<file path="config.mk">
export PLATFORM = sky130hd
export DESIGN_NAME = uart_loader
export DESIGN_NICKNAME = d
export VERILOG_FILES = /design/src/rtl/uart_loader.sv
export SDC_FILE = /design/constraint.sdc
export NUM_CORES = 1
export LEC_CHECK = 0
export CAP_MARGIN = 40
export CORE_MARGIN = 2
export CORE_UTILIZATION = 40
export CTS_CLUSTER_SIZE = 24
export DETAILED_ROUTE_END_ITERATION = 10
export PLACE_DENSITY = 0.59
export SETUP_SLACK_MARGIN = 0.5
export SLEW_MARGIN = 20
export SYNTH_ARGS = -nofsm -noshare
export SYNTH_HDL_FRONTEND = slang
export SYNTH_SLANG_ARGS = --single-unit
</file>
<file path="constraint.sdc">
create_clock -name CLK -period 5.35 [get_ports CLK]
set_input_delay 1.605 -clock CLK [delete_from_list [all_inputs] [get_ports CLK]]
set_output_delay 1.605 -clock CLK [all_outputs]
set_load 0.01 [all_outputs]
</file>
<file path="src/rtl/uart_loader.sv">
// UART 8N1 receiver plus header/payload framing that streams a program image
// into the inst_memory load port and releases the CPU with load_done.
module uart_loader #(
  parameter int CLK_PER_BIT    = 868,
  parameter int INST_MEM_WIDTH = 2,
  parameter int HOLD_CYCLES    = 4
) (
  input  logic       CLK,
  input  logic       reset,
  input  logic       rx,
  output logic [7:0] loader_data,
  output logic       loader_ready,
  output logic       loader_enable,
  output logic       load_done,
  output logic       frame_err,
  output logic       overflow,
  output logic [1:0] dbg_rx_state,
  output logic [1:0] dbg_frm_state
);

  // Handshake: loader_ready is a one-cycle strobe with no backpressure;
  // loader_data is valid in the strobe cycle and held until the next strobe.

  localparam int CW = $clog2(CLK_PER_BIT);
  localparam int HW = (HOLD_CYCLES > 1) ? $clog2(HOLD_CYCLES) : 1;
  localparam logic [32:0] N_LIMIT = 33'(1) << INST_MEM_WIDTH;

  typedef enum logic [1:0] {R_IDLE, R_START, R_DATA, R_STOP} rx_state_t;
  typedef enum logic [1:0] {F_HDR, F_LOAD, F_HOLD} frm_state_t;

  rx_state_t  rx_st, rx_next;
  frm_state_t frm_st, frm_next;

  logic          rx_meta, rx_sync, rx_prev;
  logic [CW-1:0] cnt;
  logic [2:0]    bit_idx;
  logic [7:0]    shreg;
  logic          brk;
  logic          byte_valid, stop_err;
  logic          bit_end, half_end;

  logic [1:0]    hdr_idx;
  logic [23:0]   hdr_word;
  logic [31:0]   n_word;
  logic [33:0]   rem;
  logic [HW-1:0] hold_cnt;

  assign bit_end       = (cnt == CW'(CLK_PER_BIT - 1));
  assign half_end      = (cnt == CW'(CLK_PER_BIT / 2 - 1));
  assign n_word        = {hdr_word, shreg};
  assign dbg_rx_state  = rx_st;
  assign dbg_frm_state = frm_st;

  // Synchroniser resets to the idle-high level so reset release is not an edge.
  always_ff @(posedge CLK or negedge reset) begin
    if (!reset) begin
      rx_meta <= 1'b1;
      rx_sync <= 1'b1;
      rx_prev <= 1'b1;
    end else begin
      rx_meta <= rx;
      rx_sync <= rx_meta;
      rx_prev <= rx_sync;
    end
  end

  always_comb begin
    rx_next    = rx_st;
    byte_valid = 1'b0;
    stop_err   = 1'b0;
    case (rx_st)
      R_IDLE:  if (rx_prev && !rx_sync) rx_next = R_START;
      R_START: if (half_end) rx_next = rx_sync ? R_IDLE : R_DATA;
      R_DATA:  if (bit_end && bit_idx == 3'd7) rx_next = R_STOP;
      R_STOP: begin
        // After a bad stop bit, park here until the line returns high.
        if (brk) begin
          if (rx_sync) rx_next = R_IDLE;
        end else if (bit_end) begin
          if (rx_sync) begin
            byte_valid = 1'b1;
            rx_next    = R_IDLE;
          end else begin
            stop_err = 1'b1;
          end
        end
      end
      default: rx_next = R_IDLE;
    endcase
  end

  always_ff @(posedge CLK or negedge reset) begin
    if (!reset) begin
      rx_st   <= R_IDLE;
      cnt     <= '0;
      bit_idx <= '0;
      shreg   <= '0;
      brk     <= 1'b0;
    end else begin
      rx_st <= rx_next;
      if (rx_next != rx_st || rx_st == R_IDLE || bit_end) cnt <= '0;
      else                                                 cnt <= cnt + CW'(1);
      if (rx_st == R_DATA && bit_end) begin
        shreg   <= {rx_sync, shreg[7:1]};
        bit_idx <= bit_idx + 3'd1;
      end
      if (stop_err)              brk <= 1'b1;
      else if (rx_next == R_IDLE) brk <= 1'b0;
    end
  end

  always_comb begin
    frm_next = frm_st;
    case (frm_st)
      F_HDR:  if (byte_valid && hdr_idx == 2'd3 && n_word != 32'd0) frm_next = F_LOAD;
      F_LOAD: begin
        if (stop_err)                        frm_next = F_HDR;
        else if (byte_valid && rem == 34'd1) frm_next = F_HOLD;
      end
      F_HOLD: if (hold_cnt == HW'(HOLD_CYCLES - 1)) frm_next = F_HDR;
      default: frm_next = F_HDR;
    endcase
  end

  always_ff @(posedge CLK or negedge reset) begin
    if (!reset) begin
      frm_st        <= F_HDR;
      hdr_idx       <= '0;
      hdr_word      <= '0;
      rem           <= '0;
      hold_cnt      <= '0;
      loader_data   <= '0;
      loader_ready  <= 1'b0;
      loader_enable <= 1'b0;
      load_done     <= 1'b0;
      frame_err     <= 1'b0;
      overflow      <= 1'b0;
    end else begin
      frm_st       <= frm_next;
      loader_ready <= 1'b0;
      load_done    <= 1'b0;
      if (stop_err) frame_err <= 1'b1;
      case (frm_st)
        F_HDR: begin
          if (stop_err) begin
            hdr_idx <= '0;
          end else if (byte_valid) begin
            hdr_word <= n_word[23:0];
            hdr_idx  <= hdr_idx + 2'd1;
            if (hdr_idx == 2'd3) begin
              if (n_word == 32'd0) begin
                load_done <= 1'b1;
              end else begin
                loader_enable <= 1'b1;
                rem           <= {n_word, 2'b00};
                if ({1'b0, n_word} > N_LIMIT) overflow <= 1'b1;
              end
            end
          end
        end
        F_LOAD: begin
          if (stop_err) begin
            loader_enable <= 1'b0;
            hdr_idx       <= '0;
          end else if (byte_valid) begin
            loader_data  <= shreg;
            loader_ready <= 1'b1;
            rem          <= rem - 34'd1;
            hold_cnt     <= '0;
          end
        end
        F_HOLD: begin
          hold_cnt <= hold_cnt + HW'(1);
          if (hold_cnt == HW'(HOLD_CYCLES - 1)) begin
            loader_enable <= 1'b0;
            load_done     <= 1'b1;
          end
        end
        default: ;
      endcase
    end
  end

endmodule

</file>
Yosys cells after proc, flatten, opt, wreduce, memory -nomap -nowiden. Cells that the tools add are included.

Bits of input ports: 3. Bits in registers: 104. Output and inout bits: 17. Word-level logic and storage cells: 130.

Multiplexer cells: 54. Eq/ne operators: 23. Bitwise gates (word level): 2. $add $sub $neg: 5. Reduce and logical (&&, ||, !) cells: 26. $lt $le $gt $ge: 1.

Operators by type and width (number): $mux 34 (6); $pmux 34 s2 (1); $eq 34x1->1 const B (1); $sub 34x1->34 const B (1); $gt 32x3->1 const B (1); $logic_not 32->1 (1); $mux 2 (16); $reduce_bool 32->1 (1); $mux 1 (24); $ne 2x2->1 const B (9); $reduce_and 3->1 (5); $reduce_and 7->1 (2); $add 10x1->10 const B (1); $eq 10x10->1 const B (1); $eq 10x9->1 const B (1); $eq 2x2->1 const B (5); $mux 10 (1); $pmux 2 s2 (2); $pmux 2 s4 (1); $logic_and 1x1->1 (6); $logic_not 2->1 (3); $ne 3x3->1 const B (2); $pmux 2 s3 (1); $reduce_and 6->1 (1); 12 further kinds (18).

Longest topological paths before layout.
Depth after elaboration: 8. Depth in mapped cells: 10. Gate-level depth less buffers: 8.

Least setup slack after synthesis. OpenSTA, ideal clock, no wires.

Path kind: register -> register. Start point: register cnt[0]. End point: register rem[28]. Cell stages (with the launch flop): 8. Required time: 5.230 ns. Slack: 2.965 ns. Path buffers: 0. Period minus slack after synthesis: 2.385 ns. Data arrival time: 2.266 ns. Setup time: 0.120 ns. Cells stage by stage: dfrtp_1 -> ha_1 -> nand4b_1 -> or4_4 -> nor3_4 -> nand2_2 -> or4_1 -> and3_1.

Word-level cells in the longest chain between the ends: 6. Elaborated cells between the ends (all ways): 12. Classes of those cells: eq/ne (5); mux (6); reduce/logical (1).

RTL lines: start: declaration (RTL line 35) `logic [CW-1:0] cnt;`; start signal: assignment (RTL line 102) `else cnt <= cnt + CW'(1);`; $eq 10x10->1 (*) (RTL line 48) `assign bit_end = (cnt == CW'(CLK_PER_BIT - 1));`; $mux 1 (RTL line 79) `end else if (bit_end) begin`; $mux 1 (RTL line 77) `if (brk) begin`; $mux 1 (RTL line 71) `case (rx_st)`; $ne 2x2->1 (no source line); $reduce_and 7->1 (no source line) (*); end signal: assignment (RTL line 155) `rem <= {n_word, 2'b00};`; end signal: assignment (RTL line 168) `rem <= rem - 34'd1;`; end: declaration (RTL line 45) `logic [33:0] rem;`.

Every way passes the cells marked *; elsewhere a longest branch is shown, timed or not. A chain may end at the register's enable or synchronous reset.

Worst setup path after layout.
Start point: register rx_st[0] (netlist: dbg_rx_state[0]). End point: output dbg_rx_state[0].

RTL lines: start: declaration (RTL line 31) `rx_state_t rx_st, rx_next;`; start signal: assignment (RTL line 100) `rx_st <= rx_next;`; end: declaration (RTL line 17) `output logic [1:0] dbg_rx_state,`.

No word-level cell between the ends.

==> impl_metrics.toml <==
[power_and_ir_drop]
power.density_nw_per_um2 = 264
p_leak_uw = 0.00284
power_uw = 1610
ir_worst_vdd_v = 0.000290

[worst_setup_path]
path_cells = "clkdlybuf4s50_1"
critPathTopFamily = "buffers and inverters"
path_depth = 1
critical_path_arrival_ns = 1.49
reg2reg_depth = 8
critPathBufInv = 1
startpoint_type = "flip-flop"
worstPathMaxFanout = 11
crit_path_top_delay_cell = "clkdlybuf4s50_1"
r2r_slack_ns = 2.26
slowest_delay_ns = 0.61
critPathRequiredTime_ns = 3.74
r2r-end = "rem[32]"
cp-end-kind = "primary output"
worstReg2RegStart = "rem[0]"
path_class = "reg -> out"

[min_path]
hold_end = "rx_sync"
hold_start = "rx_meta"
min_path_type = "reg -> reg"
whs_path_depth = 0

[floorplanning]
die_h_um = 121
start_util_pct = 41.1
rows = 42
pin_count = 20
dieArea_um2 = 14500
fp.dieW_um = 121
core-area_um2 = 13200

[grt]
grt_pass1_wl_mm = 24.2
grtUsageTotal_pct = 21.5
grt_pass1_vias = 4522
grt_max_degree = 49
antenna_found_initial = 0
overflow = 0

[synth]
synthesis.area_um2 = 5440
yosysUniqueCellTypes = 63
synthCells = 583
ys_seq_area_share_pct = 47.9
ys_async_sr_fraction_pct = 100
synth_warnings = 0
syn_nets = 597
synth_edf_count = 0
syn_avg_cell_area_um2 = 9.33
ys_seq_elements = 104
synthFlopType = "dfrtp_1"

[placed_design]
place_congestion = 0.887
portBuffers = 19
hpwl_mm = 10.5
placedCellCount = 756

[clock_network]
cts.sinks = 104
clk_latency_ns = 0.36
cts_hold_buf = 0
numCtsBuffers = 9
cts_setup_buffers = 0
cts_tree = "built"
cts_root_buf = "clkbuf_16"
cts.clk_slew.worst_paths_ns = 0.07
clk_path_buf_depth = 2
cts_resized = 0
htree_levels = 3

[timing]
max_freq_ghz = 0.323
slew_viol_final = 0
min_period_over_period_pct = 57.9
finalHoldViolCount = 0
finClkSkew_ns = 0.00930
min_period_ns = 3.10
fin_setup_tns_ns = 0
relSlewSlack_pct = 42.0
worst_pin_slew_ns = 0.862
rsz0062_at_grt = "no"
setup_viol = 0

[layout]
multi_input_area_um2 = 2640
utilization_pct = 46.0
area_delta_synth_final_pct = 12.1
regArea_um2 = 2610
antenna_cells = 0
layout.cells.non_filler = 772
fin_nets = 605
layout-drive-gt1-share_pct = 9.73
fill_cells = 1277

[routing]
wl_per_cell_um = 19.3
drtAntennaViolNets = 0
first_iter_violations = 470
vias_per_cell = 6.07
firstDrtPassIters = 7
vias = 4687
drcViolationCount = 0
wirelength_mm = 14.9

[job]
drv_cap = 0

[run_status]
status = "completed"
worst max path at each step:
stage	from	to
6_report	dbg_rx_state[0]	dbg_rx_state[0]
5_1_grt	rem[0]	rem[32]
4_1_cts	dbg_rx_state[0]	dbg_rx_state[0]
3_5_place_dp	rem[0]	rem[32]
3_3_place_gp	rem[0]	rem[32]
2_1_floorplan	cnt[0]	rem[28]
where the power goes:
group	switching (µW)	internal, µW
Combinational	51.0	29.6
Sequential	25.1	805
Clock	313	382
routing by layer:
| metal | track usage, % | vias to the layer above | wire length, µm |
|---|---|---|---|
| met5 | 0 | - | 0 |
| met4 | 8.50 | 0 | 396 |
| met2 | 33.2 | 191 | 6770 |
| met3 | 4.39 | 31 | 995 |
| met1 | 29.9 | 2314 | 6760 |
| li1 | - | 2151 | - |
cells in the mapped netlist, drive strengths merged (8+ instances only):
cell	n	area [µm²]
nand3	16	80.1
or4	8	63.8
o21ai	32	160
a31oi	8	50.1
a21boi	11	82.6
nor4	24	171
a41oi	10	87.6
a21oi	20	100
nand2	104	393
nand4	11	68.8
dfrtp	101	2530
nor2	41	154
inv	14	52.6
clkbuf	21	78.8
o21a	8	60.1
mux2	19	214
buf	10	58.8
nor3	25	136
ha	11	138
placed cells by master (no fill, tap or decap), types with 3 or more instances in the layout:
master,count
a41oi_1,10
o41ai_1,6
clkdlybuf4s50_1,18
nand3_1,16
o21ai_0,31
o21a_1,8
xor2_1,4
or4_1,7
nor2_1,41
or3_1,7
a21boi_0,11
a21o_1,4
clkbuf_16,9
a211o_1,3
ha_1,11
a221o_1,7
nand2_1,103
a31oi_1,8
inv_1,14
nor3_1,23
nor4_1,22
dfrtp_1,101
dfstp_2,3
o31ai_1,6
buf_4,10
mux2_2,19
xnor2_1,5
nand2b_1,6
nand4_1,11
a21oi_1,20
and3_1,4
worst register-to-register path, delay by kind of cell, from the launching register on:
family | cells | cell delay, ns
fa+ha+maj | 1 | 0.27
flops | 1 | 0.46
simple gates | 3 | 1.38
compound gates | 3 | 0.75
buf+inv | 1 | 0.12
cells by family (layout without fill, tap and decap cells):
logic type               after synthesis  in the layout  synth area share [%]
flip-flops                           104            104                  47.9
AND/OR/NAND/NOR                      260            260                  23.5
adder cells (fa/ha/maj)               11             11                  2.53
XOR/XNOR                               9              9                  1.45
multiplexers                          21             21                  4.30
buffers and inverters                 46             59                  3.57
AO/OA/AOI/OAI                        132            132                  16.7
cell type report:
cell class                 count  share of cell area (%)
sequential                   104                    42.8
inverter                      15                   0.924
clock inverter                 6                    1.23
timing repair buffer          28                    4.19
clock buffer                  10                    3.92
multi-input combinational    433                    43.4
tap                          176                    3.61
registers in the layout (all words and copies together), names as in the netlist:
name,cells
bit_idx,3
brk,1
cnt,10
dbg_frm_state,2
dbg_rx_state,2
frame_err,1
hdr_idx,2
hdr_word,24
hold_cnt,2
load_done,1
loader_data,8
loader_enable,1
loader_ready,1
overflow,1
rem,34
rx_meta,1
rx_prev,1
rx_sync,1
shreg,8
metrics by stage:
step           setup WS, ns  cell area [µm²]  hold WS (ns)
2_1_floorplan          2.96             5440         0.345
3_3_place_gp           2.33             5770         0.347
3_5_place_dp           2.38             5780         0.351
4_1_cts                2.23             6090         0.362
5_1_grt                2.14             6090         0.366
6_report               2.25             6090         0.362
No activity file was read; power rests on OpenSTA's default activity.
